$ cat src/rtl/mem_port_arbiter.sv
// Two-port (fetch/data) arbiter onto a single memory port with registered
// memory outputs, alternating priority and a wait-cycle timeout.
module mem_port_arbiter #(
  parameter int unsigned ADDR_WIDTH = 32,
  parameter int unsigned DATA_WIDTH = 32,
  parameter int unsigned TIMEOUT    = 255
) (
  input  logic                    clk,
  input  logic                    rstN,
  input  logic                    iReq,
  input  logic [ADDR_WIDTH-1:0]   iAddr,
  output logic                    iGnt,
  output logic                    iValid,
  output logic [DATA_WIDTH-1:0]   iRdata,
  input  logic                    dReq,
  input  logic                    dWe,
  input  logic [ADDR_WIDTH-1:0]   dAddr,
  input  logic [DATA_WIDTH-1:0]   dWdata,
  input  logic [DATA_WIDTH/8-1:0] dBe,
  output logic                    dGnt,
  output logic                    dValid,
  output logic [DATA_WIDTH-1:0]   dRdata,
  output logic                    memReq,
  output logic                    memWe,
  output logic [ADDR_WIDTH-1:0]   memAddr,
  output logic [DATA_WIDTH-1:0]   memWdata,
  output logic [DATA_WIDTH/8-1:0] memBe,
  input  logic                    memAck,
  input  logic [DATA_WIDTH-1:0]   memRdata,
  output logic                    busErr
);

  localparam int unsigned WAIT_W = 9;

  typedef enum logic [1:0] {IDLE, IBUSY, DBUSY} state_t;

  state_t            r_state;
  logic              r_last_d;
  logic [WAIT_W-1:0] r_wait;

  logic w_i_elig;
  logic w_d_elig;
  logic w_pick_d;
  logic w_pick_i;
  logic w_timeout;

  // A requester is blind in its own valid cycle so it can drop req afterwards.
  assign w_i_elig  = iReq & ~iValid;
  assign w_d_elig  = dReq & ~dValid;
  assign w_pick_d  = w_d_elig & (~w_i_elig | ~r_last_d);
  assign w_pick_i  = w_i_elig & ~w_pick_d;
  assign w_timeout = (r_wait == WAIT_W'(TIMEOUT - 1));

  always_ff @(posedge clk or negedge rstN) begin
    if (!rstN) begin
      r_state  <= IDLE;
      r_last_d <= 1'b0;
      r_wait   <= '0;
      iGnt     <= 1'b0;
      dGnt     <= 1'b0;
      iValid   <= 1'b0;
      dValid   <= 1'b0;
      iRdata   <= '0;
      dRdata   <= '0;
      memReq   <= 1'b0;
      memWe    <= 1'b0;
      memAddr  <= '0;
      memWdata <= '0;
      memBe    <= '0;
      busErr   <= 1'b0;
    end else begin
      iGnt   <= 1'b0;
      dGnt   <= 1'b0;
      iValid <= 1'b0;
      dValid <= 1'b0;
      busErr <= 1'b0;
      case (r_state)
        IDLE: begin
          if (w_pick_d) begin
            r_state  <= DBUSY;
            r_last_d <= 1'b1;
            r_wait   <= '0;
            dGnt     <= 1'b1;
            memReq   <= 1'b1;
            memWe    <= dWe;
            memAddr  <= dAddr;
            memWdata <= dWdata;
            memBe    <= dBe;
          end else if (w_pick_i) begin
            r_state  <= IBUSY;
            r_last_d <= 1'b0;
            r_wait   <= '0;
            iGnt     <= 1'b1;
            memReq   <= 1'b1;
            memWe    <= 1'b0;
            memAddr  <= iAddr;
            memBe    <= '1;
          end
        end
        IBUSY, DBUSY: begin
          // An ack in the final allowed cycle still completes normally.
          if (memAck || w_timeout) begin
            r_state <= IDLE;
            memReq  <= 1'b0;
            memWe   <= 1'b0;
            busErr  <= ~memAck;
            if (r_state == IBUSY) begin
              iValid <= 1'b1;
              iRdata <= memAck ? memRdata : '0;
            end else begin
              dValid <= 1'b1;
              dRdata <= memAck ? memRdata : '0;
            end
          end else begin
            r_wait <= r_wait + WAIT_W'(1);
          end
        end
        default: r_state <= IDLE;
      endcase
    end
  end

endmodule

$ cat config.mk
export PLATFORM = sky130hd
export DESIGN_NAME = mem_port_arbiter
export DESIGN_NICKNAME = d
export VERILOG_FILES = /design/src/rtl/mem_port_arbiter.sv
export SDC_FILE = /design/constraint.sdc
export NUM_CORES = 1
export LEC_CHECK = 0
export ABC_AREA = 0
export BUFFER_PORTS_ARGS = -buffer_cell sky130_fd_sc_hd__buf_4
export CORE_MARGIN = 2
export CORE_UTILIZATION = 45
export DETAILED_ROUTE_END_ITERATION = 16
export PLACE_DENSITY = 0.76
export SYNTH_ARGS = -nofsm -noshare
export SYNTH_HDL_FRONTEND = slang
export SYNTH_SLANG_ARGS = --single-unit
$ cat constraint.sdc
create_clock -name clk -period 2.2 [get_ports clk]
set_clock_uncertainty 0.05 [all_clocks]
set_input_delay 0 -clock clk [delete_from_list [all_inputs] [get_ports clk]]
set_output_delay 0 -clock clk [all_outputs]
set_load 0.005 [all_outputs]
==> impl_metrics.prom, run 1 <==
# TYPE chip_impl_metric gauge
chip_impl_info{name="outcome",value="complete, no violations"} 1
chip_impl_metric{name="die-area",unit="sq mm"} 0.0156
chip_impl_metric{name="critPathBufInv",unit=""} 4
chip_impl_metric{name="ctsLongestPathBuffers",unit=""} 2
chip_impl_metric{name="setup_tns",unit="ps"} 0
chip_impl_metric{name="grt_pass1_wl",unit="mm"} 34.1
chip_impl_metric{name="clk_pin_slew_worst_paths",unit="ps"} 60
chip_impl_metric{name="clock_tree.htree_level_count",unit=""} 4
chip_impl_metric{name="fin_nets",unit=""} 1074
chip_impl_metric{name="reg2reg_slack",unit="ps"} 140
chip_impl_metric{name="synth_sequential_area_ratio",unit="%"} 57.5
chip_impl_metric{name="period_minus_slack",unit="ps"} 2060
chip_impl_info{name="critPathLaunch",value="r_state[0]"} 1
chip_impl_info{name="synth_top_area_cell",value="dfrtp_1"} 1
chip_impl_metric{name="drv.max_cap_violation_count",unit=""} 0
chip_impl_metric{name="postSynthRegisterBits",unit=""} 151
chip_impl_metric{name="post_synth_instance_area",unit="sq mm"} 0.00657
chip_impl_metric{name="initial_core_util",unit="%"} 45.6
chip_impl_info{name="cts_tree",value="yes"} 1
chip_impl_metric{name="tritoncts.num_buffers",unit=""} 17
chip_impl_metric{name="power_per_cell_area",unit="mW/mm^2"} 1330
chip_impl_metric{name="worst_r2r_path_depth",unit=""} 8
chip_impl_metric{name="nFillCells",unit=""} 822
chip_impl_metric{name="yosysWarningCount",unit=""} 0
chip_impl_info{name="worst_path_max_delay_cell",value="dlygate4sd3_1"} 1
chip_impl_metric{name="cts.sink_count",unit=""} 151
chip_impl_metric{name="synthesis.instances",unit=""} 520
chip_impl_info{name="r2r_end",value="memAddr[10]"} 1
chip_impl_metric{name="routed_wl",unit="mm"} 22.7
chip_impl_metric{name="worstPathRequired",unit="ps"} 2500
chip_impl_info{name="critical_path.endpoint",value="memAddr[10]"} 1
chip_impl_metric{name="synth.lib_cells_used.distinct",unit=""} 43
chip_impl_info{name="crit_path_frequent_cell",value="inv_1"} 1
chip_impl_metric{name="number_of_global_route_vias_before_repair",unit=""} 6429
chip_impl_metric{name="postSynthAreaPerCell",unit="sq um"} 12.6
chip_impl_metric{name="num_io_pins",unit=""} 277
chip_impl_metric{name="antenna_found_initial",unit=""} 1
chip_impl_metric{name="p_leak",unit="uW"} 0.00533
chip_impl_metric{name="vdd_drop_max",unit="uV"} 791
chip_impl_info{name="ys_top_cells_by_count",value="dfrtp_1 (151), nand2_1 (68), mux2_2 (66), a31oi_1 (41), nor2_1 (33)"} 1
chip_impl_metric{name="firstDrtPassIters",unit=""} 5
chip_impl_metric{name="finalSetupViolations",unit=""} 0
chip_impl_info{name="setup.worst_path.end_class",value="flop"} 1
chip_impl_info{name="hold_path_class",value="input pin to flop"} 1
chip_impl_metric{name="largest_fanout_of_any_net_on_the_critical_path",unit=""} 18
chip_impl_metric{name="areaGrowthSynthToFinish",unit="%"} 65.0
chip_impl_info{name="path_class",value="flop to flop"} 1
chip_impl_metric{name="timing_worst_slew_pin_value",unit="ps"} 669
chip_impl_metric{name="width_of_the_die",unit="um"} 125
chip_impl_info{name="critPathTopFamily",value="buffers and inverters"} 1
chip_impl_metric{name="detailedRoute.firstIterationViolations",unit=""} 348
chip_impl_metric{name="crit_cells",unit=""} 8
chip_impl_metric{name="layout-drive-gt1-share",unit="%"} 45.4
chip_impl_metric{name="clock_insertion_delay_worst_skew",unit="ps"} 410
chip_impl_info{name="worstPathCellList",value="inv_1 > ha_2 > inv_1 > a21oi_4 > buf_12 > nor2_1 > a31oi_1 > dlygate4sd3_1"} 1
chip_impl_metric{name="largest_net_degree_at_the_start_of_global_routing",unit=""} 70
chip_impl_metric{name="synthArstFlopShare",unit="%"} 100
chip_impl_metric{name="slowest_delay",unit="ps"} 580
chip_impl_metric{name="sequential_cell_area",unit="sq mm"} 0.00378
chip_impl_info{name="synthTopCellsByArea",value="dfrtp_1 (57%), mux2_2 (11%), mux2_4 (6.6%)"} 1
chip_impl_metric{name="layout.cells.non_filler",unit=""} 1129
chip_impl_metric{name="route.antenna.remaining_nets",unit=""} 0
chip_impl_metric{name="port_buffers",unit=""} 276
chip_impl_info{name="crit_path_start_kind",value="flop"} 1
chip_impl_metric{name="highest_achievable_clock_rate",unit="GHz"} 0.485
chip_impl_metric{name="final_min_period_over_clock_period",unit="%"} 93.7
chip_impl_info{name="rsz0062_at_grt",value="no"} 1
chip_impl_metric{name="average_wire_length_per_cell_after_detail_routing",unit="um"} 20.1
chip_impl_metric{name="timing.final.hold_violations",unit=""} 0
chip_impl_metric{name="inst_count_dp",unit=""} 960
chip_impl_metric{name="grtUsageTotal",unit="%"} 27.9
chip_impl_metric{name="detail_route.vias_per_cell",unit=""} 5.23
chip_impl_info{name="r2r-start",value="r_state[0]"} 1
chip_impl_metric{name="multiInputGateArea",unit="sq mm"} 0.00253
chip_impl_info{name="synthFlopType",value="dfrtp_1"} 1
chip_impl_info{name="cts.root.buffer_cell",value="clkbuf_16"} 1
chip_impl_metric{name="die_height",unit="um"} 125
chip_impl_metric{name="syn_nets",unit=""} 662
chip_impl_metric{name="yosysTopAreaCellShare",unit="%"} 57.5
chip_impl_metric{name="core_outline_area",unit="sq mm"} 0.0144
chip_impl_metric{name="place_hpwl",unit="mm"} 12.7
chip_impl_metric{name="critPathArrivalTime",unit="ps"} 2360
chip_impl_metric{name="dr_total_vias",unit=""} 5904
chip_impl_info{name="synthMostInstantiatedCell",value="dfrtp_1"} 1
chip_impl_metric{name="grt-ovfl-total",unit=""} 0
chip_impl_metric{name="placement_rows",unit=""} 44
chip_impl_metric{name="detail_route.drc_violations",unit=""} 0
chip_impl_metric{name="gp_congestion",unit=""} 0.851
chip_impl_metric{name="number_of_synthesized_flops_with_an_enable_pin",unit=""} 0
chip_impl_metric{name="relSlewSlack",unit="%"} 55.4
chip_impl_metric{name="slew_violations",unit=""} 0
[cell type report]
cell class,instances,share of cell area (%)
Antenna cell,1,0.0231
Clock buffer,24,4.53
Clock inverter,7,1.30
Inverter,11,0.381
Multi-Input combinational cell,326,23.3
Sequential cell,151,34.8
Tap cell,184,2.12
Timing Repair Buffer,425,33.5
[tightest hold or removal path: stages]
cell and delay (ps):
buf_4 110, nor2b_2 170, nand3_1 130, inv_1 50
[layer usage]
metal | wire length (um) | vias to the layer above | global-route usage [%]
met5 | 0 | - | 0
met4 | 834 | 0 | 12.5
met3 | 1900 | 64 | 9.45
met2 | 11600 | 340 | 48.1
met1 | 8340 | 2875 | 31.2
li1 | - | 2625 | -
[worst min-delay path by stage]
stage                     startpoint      to  slack (ps)  cells past startpoint
after floorplan                 rstN  busErr        -350                      0
after global placement          rstN  dValid         -10                      1
after detailed placement        rstN  dValid          10                      1
after CTS                       iReq    iGnt          40                      4
after global routing            iReq    iGnt          60                      4
final                           iReq    iGnt          50                      4
[what timing repair did]
action                     in CTS  in global routing
setup endpoints to repair       0                  5
buffers inserted                0                  1
hold endpoints to repair      198                  0
hold buffers                  134                  0
resized for setup               0                  4
[where the power goes]
part | internal [uW] | switching (uW) | leakage [uW]
clock network | 2020 | 1110 | 0.000307
registers | 4120 | 886 | 0.00186
logic | 3630 | 2630 | 0.00316
[cells in the final DEF, fill, tap and decap left out, types with 2 or more instances in the layout]
| cell | instances |
|---|---|
| a21o_1 | 2 |
| buf_4 | 281 |
| bufinv_16 | 4 |
| o211ai_1 | 2 |
| and2_1 | 32 |
| clkbuf_8 | 4 |
| nand3_1 | 5 |
| mux2_2 | 66 |
| buf_12 | 5 |
| o2bb2ai_1 | 4 |
| nand2_1 | 68 |
| mux2_4 | 29 |
| and3_1 | 3 |
| nand3b_1 | 3 |
| mux2i_1 | 2 |
| o22a_1 | 4 |
| dlygate4sd3_1 | 134 |
| a21oi_4 | 2 |
| and3_2 | 2 |
| a31oi_1 | 41 |
| o21ai_0 | 4 |
| clkbuf_1 | 3 |
| ha_1 | 3 |
| nand2b_1 | 2 |
| dfrtp_1 | 151 |
| buf_6 | 3 |
| nor2_1 | 33 |
| inv_1 | 11 |
| clkbuf_16 | 19 |
[logic make-up after synthesis]
| group | synth area share (%) |
|---|---|
| mux | 18.4 |
| simple gates | 11.9 |
| flops | 57.5 |
| fa+ha+maj | 0.761 |
| buf+inv | 4.32 |
| compound gates | 7.16 |
[state kept, by name, summed over array words and instances (netlist names), 2 cells and up]
| signal | flops |
|---|---|
| dRdata | 32 |
| iRdata | 32 |
| memAddr | 32 |
| memBe | 4 |
| memWdata | 32 |
| r_state | 2 |
| r_wait | 9 |
[stage by stage]
stage               total power (uW)  hold WS, ps  utilization, %  setup slack (ps)  area [sq um]
floorplan                       7630         -346               -               427          6570
global placement               10300        -12.9            61.0               279          8800
detailed placement             10500         9.91            61.0               224          8800
CTS                            14000         43.7            74.7              27.3         10800
global route                   15100         64.5            75.2              11.3         10800
finish                         14400         52.5            75.2               138         10800
Power figures use the tool's default switching activity.
==> inputs of run 2 (changes only) <==
Settings changed: CELL_PAD_IN_SITES_DETAIL_PLACEMENT set to 1, CELL_PAD_IN_SITES_GLOBAL_PLACEMENT set to 2, CORE_UTILIZATION 45 to 30, PLACE_DENSITY 0.76 to unset, PLACE_DENSITY_LB_ADDON set to 0.1.
==> impl_metrics.prom, run 2 (same netlist as run 1, synthesis figures left out) <==
# TYPE chip_impl_metric gauge
chip_impl_info{name="outcome",value="complete, no violations"} 1
chip_impl_info{name="cts.root.buffer_cell",value="clkbuf_16"} 1
chip_impl_metric{name="detailedRoute.firstIterationViolations",unit=""} 128
chip_impl_metric{name="detail_route.drc_violations",unit=""} 0
chip_impl_metric{name="routed_wl",unit="mm"} 20.4
chip_impl_metric{name="largest_fanout_of_any_net_on_the_critical_path",unit=""} 16
chip_impl_metric{name="drv.max_cap_violation_count",unit=""} 0
chip_impl_metric{name="die_height",unit="um"} 152
chip_impl_info{name="hold_path_class",value="input pin to flop"} 1
chip_impl_metric{name="core_outline_area",unit="sq mm"} 0.0217
chip_impl_metric{name="vdd_drop_max",unit="uV"} 621
chip_impl_metric{name="relSlewSlack",unit="%"} 58.3
chip_impl_info{name="rsz0062_at_grt",value="no"} 1
chip_impl_metric{name="timing.hold.ws",unit="ps"} 39.9
chip_impl_metric{name="clk_pin_slew_worst_paths",unit="ps"} 70
chip_impl_metric{name="p_leak",unit="uW"} 0.00530
chip_impl_metric{name="ctsLongestPathBuffers",unit=""} 2
chip_impl_metric{name="grt_pass1_wl",unit="mm"} 33.3
chip_impl_metric{name="slew_violations",unit=""} 0
chip_impl_metric{name="port_buffers",unit=""} 276
chip_impl_metric{name="initial_core_util",unit="%"} 30.3
chip_impl_metric{name="number_of_global_route_vias_before_repair",unit=""} 6292
chip_impl_metric{name="timing.final.hold_violations",unit=""} 0
chip_impl_metric{name="num_antenna_cells",unit=""} 0
chip_impl_metric{name="post-cts-setup-buffers",unit=""} 0
chip_impl_metric{name="finalSetupViolations",unit=""} 0
chip_impl_metric{name="timing_worst_slew_pin_value",unit="ps"} 620
chip_impl_info{name="crit_path_start_kind",value="flop"} 1
chip_impl_metric{name="setup_tns",unit="ps"} 0
chip_impl_metric{name="highest_achievable_clock_rate",unit="GHz"} 0.518
chip_impl_metric{name="gp_congestion",unit=""} 0.749
chip_impl_metric{name="detail_route.vias_per_cell",unit=""} 4.57
chip_impl_metric{name="nFillCells",unit=""} 2285
chip_impl_metric{name="wl_met1",unit="mm"} 8.62
chip_impl_metric{name="final_min_period_over_clock_period",unit="%"} 87.8
chip_impl_metric{name="grtUsageTotal",unit="%"} 17.9
chip_impl_info{name="layout.cells.most_common_list",value="buf_4 (280), dfrtp_1 (151), dlygate4sd3_1 (134)"} 1
chip_impl_metric{name="fin_nets",unit=""} 1071
chip_impl_metric{name="power_per_cell_area",unit="mW/mm^2"} 1270
chip_impl_metric{name="critPathArrivalTime",unit="ps"} 2190
chip_impl_metric{name="num_io_pins",unit=""} 277
chip_impl_metric{name="placement_rows",unit=""} 54
chip_impl_metric{name="period_minus_slack",unit="ps"} 1930
chip_impl_info{name="cts_tree",value="yes"} 1
chip_impl_metric{name="clock_insertion_delay_worst_skew",unit="ps"} 420
chip_impl_metric{name="largest_net_degree_at_the_start_of_global_routing",unit=""} 70
chip_impl_info{name="topRoutingLayerUsed",value="met4"} 1
chip_impl_metric{name="firstDrtPassIters",unit=""} 4
chip_impl_metric{name="die-area",unit="sq mm"} 0.0231
chip_impl_metric{name="worstPathRequired",unit="ps"} 2460
chip_impl_metric{name="wl_met2",unit="mm"} 10.1
chip_impl_info{name="most_frequent_standard_cell_in_the_layout_excluding_fill_and_tap_cells",value="buf_4"} 1
chip_impl_metric{name="antenna_found_initial",unit=""} 0
chip_impl_info{name="path_class",value="flop to flop"} 1
chip_impl_metric{name="cts.sink_count",unit=""} 151
chip_impl_metric{name="tritoncts.num_buffers",unit=""} 17
chip_impl_info{name="setup.worst_path.end_class",value="flop"} 1
chip_impl_metric{name="average_wire_length_per_cell_after_detail_routing",unit="um"} 16.7
chip_impl_metric{name="place_hpwl",unit="mm"} 13.9
chip_impl_metric{name="route.antenna.remaining_nets",unit=""} 0
chip_impl_metric{name="width_of_the_die",unit="um"} 152
chip_impl_metric{name="layout-drive-gt1-share",unit="%"} 45.3
chip_impl_metric{name="clock_tree.htree_level_count",unit=""} 4
chip_impl_metric{name="met3RoutedLength",unit="mm"} 1.29
chip_impl_metric{name="dr_total_vias",unit=""} 5586
chip_impl_metric{name="grt-ovfl-total",unit=""} 0
chip_impl_metric{name="areaGrowthSynthToFinish",unit="%"} 65.9
-- run 2: changes by cell type in the layout (fill, tap and decap cells not counted), sizes merged --
cell / before / now
clkinv: 2 / 3
clkinvlp: 1 / 2
clkbuf: 26 / 18
buf: 289 / 288
diode: 1 / 0
inv: 11 / 15
-- run 2: critical path, cell delays in order (launching register included) --
cell and delay [ps]:
dfrtp_1 390, inv_1 90, ha_1 210, nand4b_4 130, nor2_4 140, o211a_2 260
buf_12 190, mux2_2 350
-- run 2: repair_timing --
action,in CTS,in global routing
hold buffers,134,0
endpoints found under the hold margin,185,0
gates resized for setup,0,0
endpoints found under the setup margin,0,0
-- run 2: layer usage --
| metal | up-vias | GRT usage (%) |
|---|---|---|
| met2 | 187 | 31.0 |
| met5 | - | 0 |
| met3 | 27 | 5.42 |
| met1 | 2763 | 21.4 |
| met4 | 0 | 6.05 |
| li1 | 2609 | - |
-- run 2: layout make-up --
cell class | count | area [sq um] | area share, %
timing repair buffer | 422 | 3590 | 33.0
clock inverter | 13 | 193 | 1.77
tap | 280 | 350 | 3.21
multi-input combinational | 326 | 2520 | 23.1
clock buffer | 18 | 429 | 3.93
sequential | 151 | 3780 | 34.6
inverter | 11 | 41.3 | 0.378
-- run 2: worst paths after layout --
check / slack, ps / cells past startpoint / endpoint / startpoint
setup / recovery: 270 / 7 / dRdata[0] / r_wait[0]
hold / removal: 40 / 4 / iGnt / iReq
setup reg to reg: 270 / 7 / dRdata[0] / r_wait[0]
hold reg to reg: 440 / 1 / memBe[1] / memBe[1]
max in group asynchronous: 1180 / 3 / memAddr[8] / rstN
min in group asynchronous: 60 / 2 / memAddr[23] / rstN
-- run 2: report_power, final --
group	internal, uW	total (uW)	switching, uW
sequential	4120	4880	762
clock	1910	3120	1210
combinational	3490	5880	2390
-- run 2: metrics by stage --
stage | instances | worst slack, ps | power [uW] | util, % | instance area, sq um
floorplan | 520 | 427 | 7630 | - | 6570
global placement | 1056 | 306 | 10500 | 41.2 | 8950
detailed placement | 1056 | 259 | 10700 | 41.2 | 8950
CTS | 1221 | 254 | 14100 | 50.3 | 10900
global route | 1221 | 177 | 14800 | 50.3 | 10900
finish | 1221 | 269 | 13900 | 50.3 | 10900
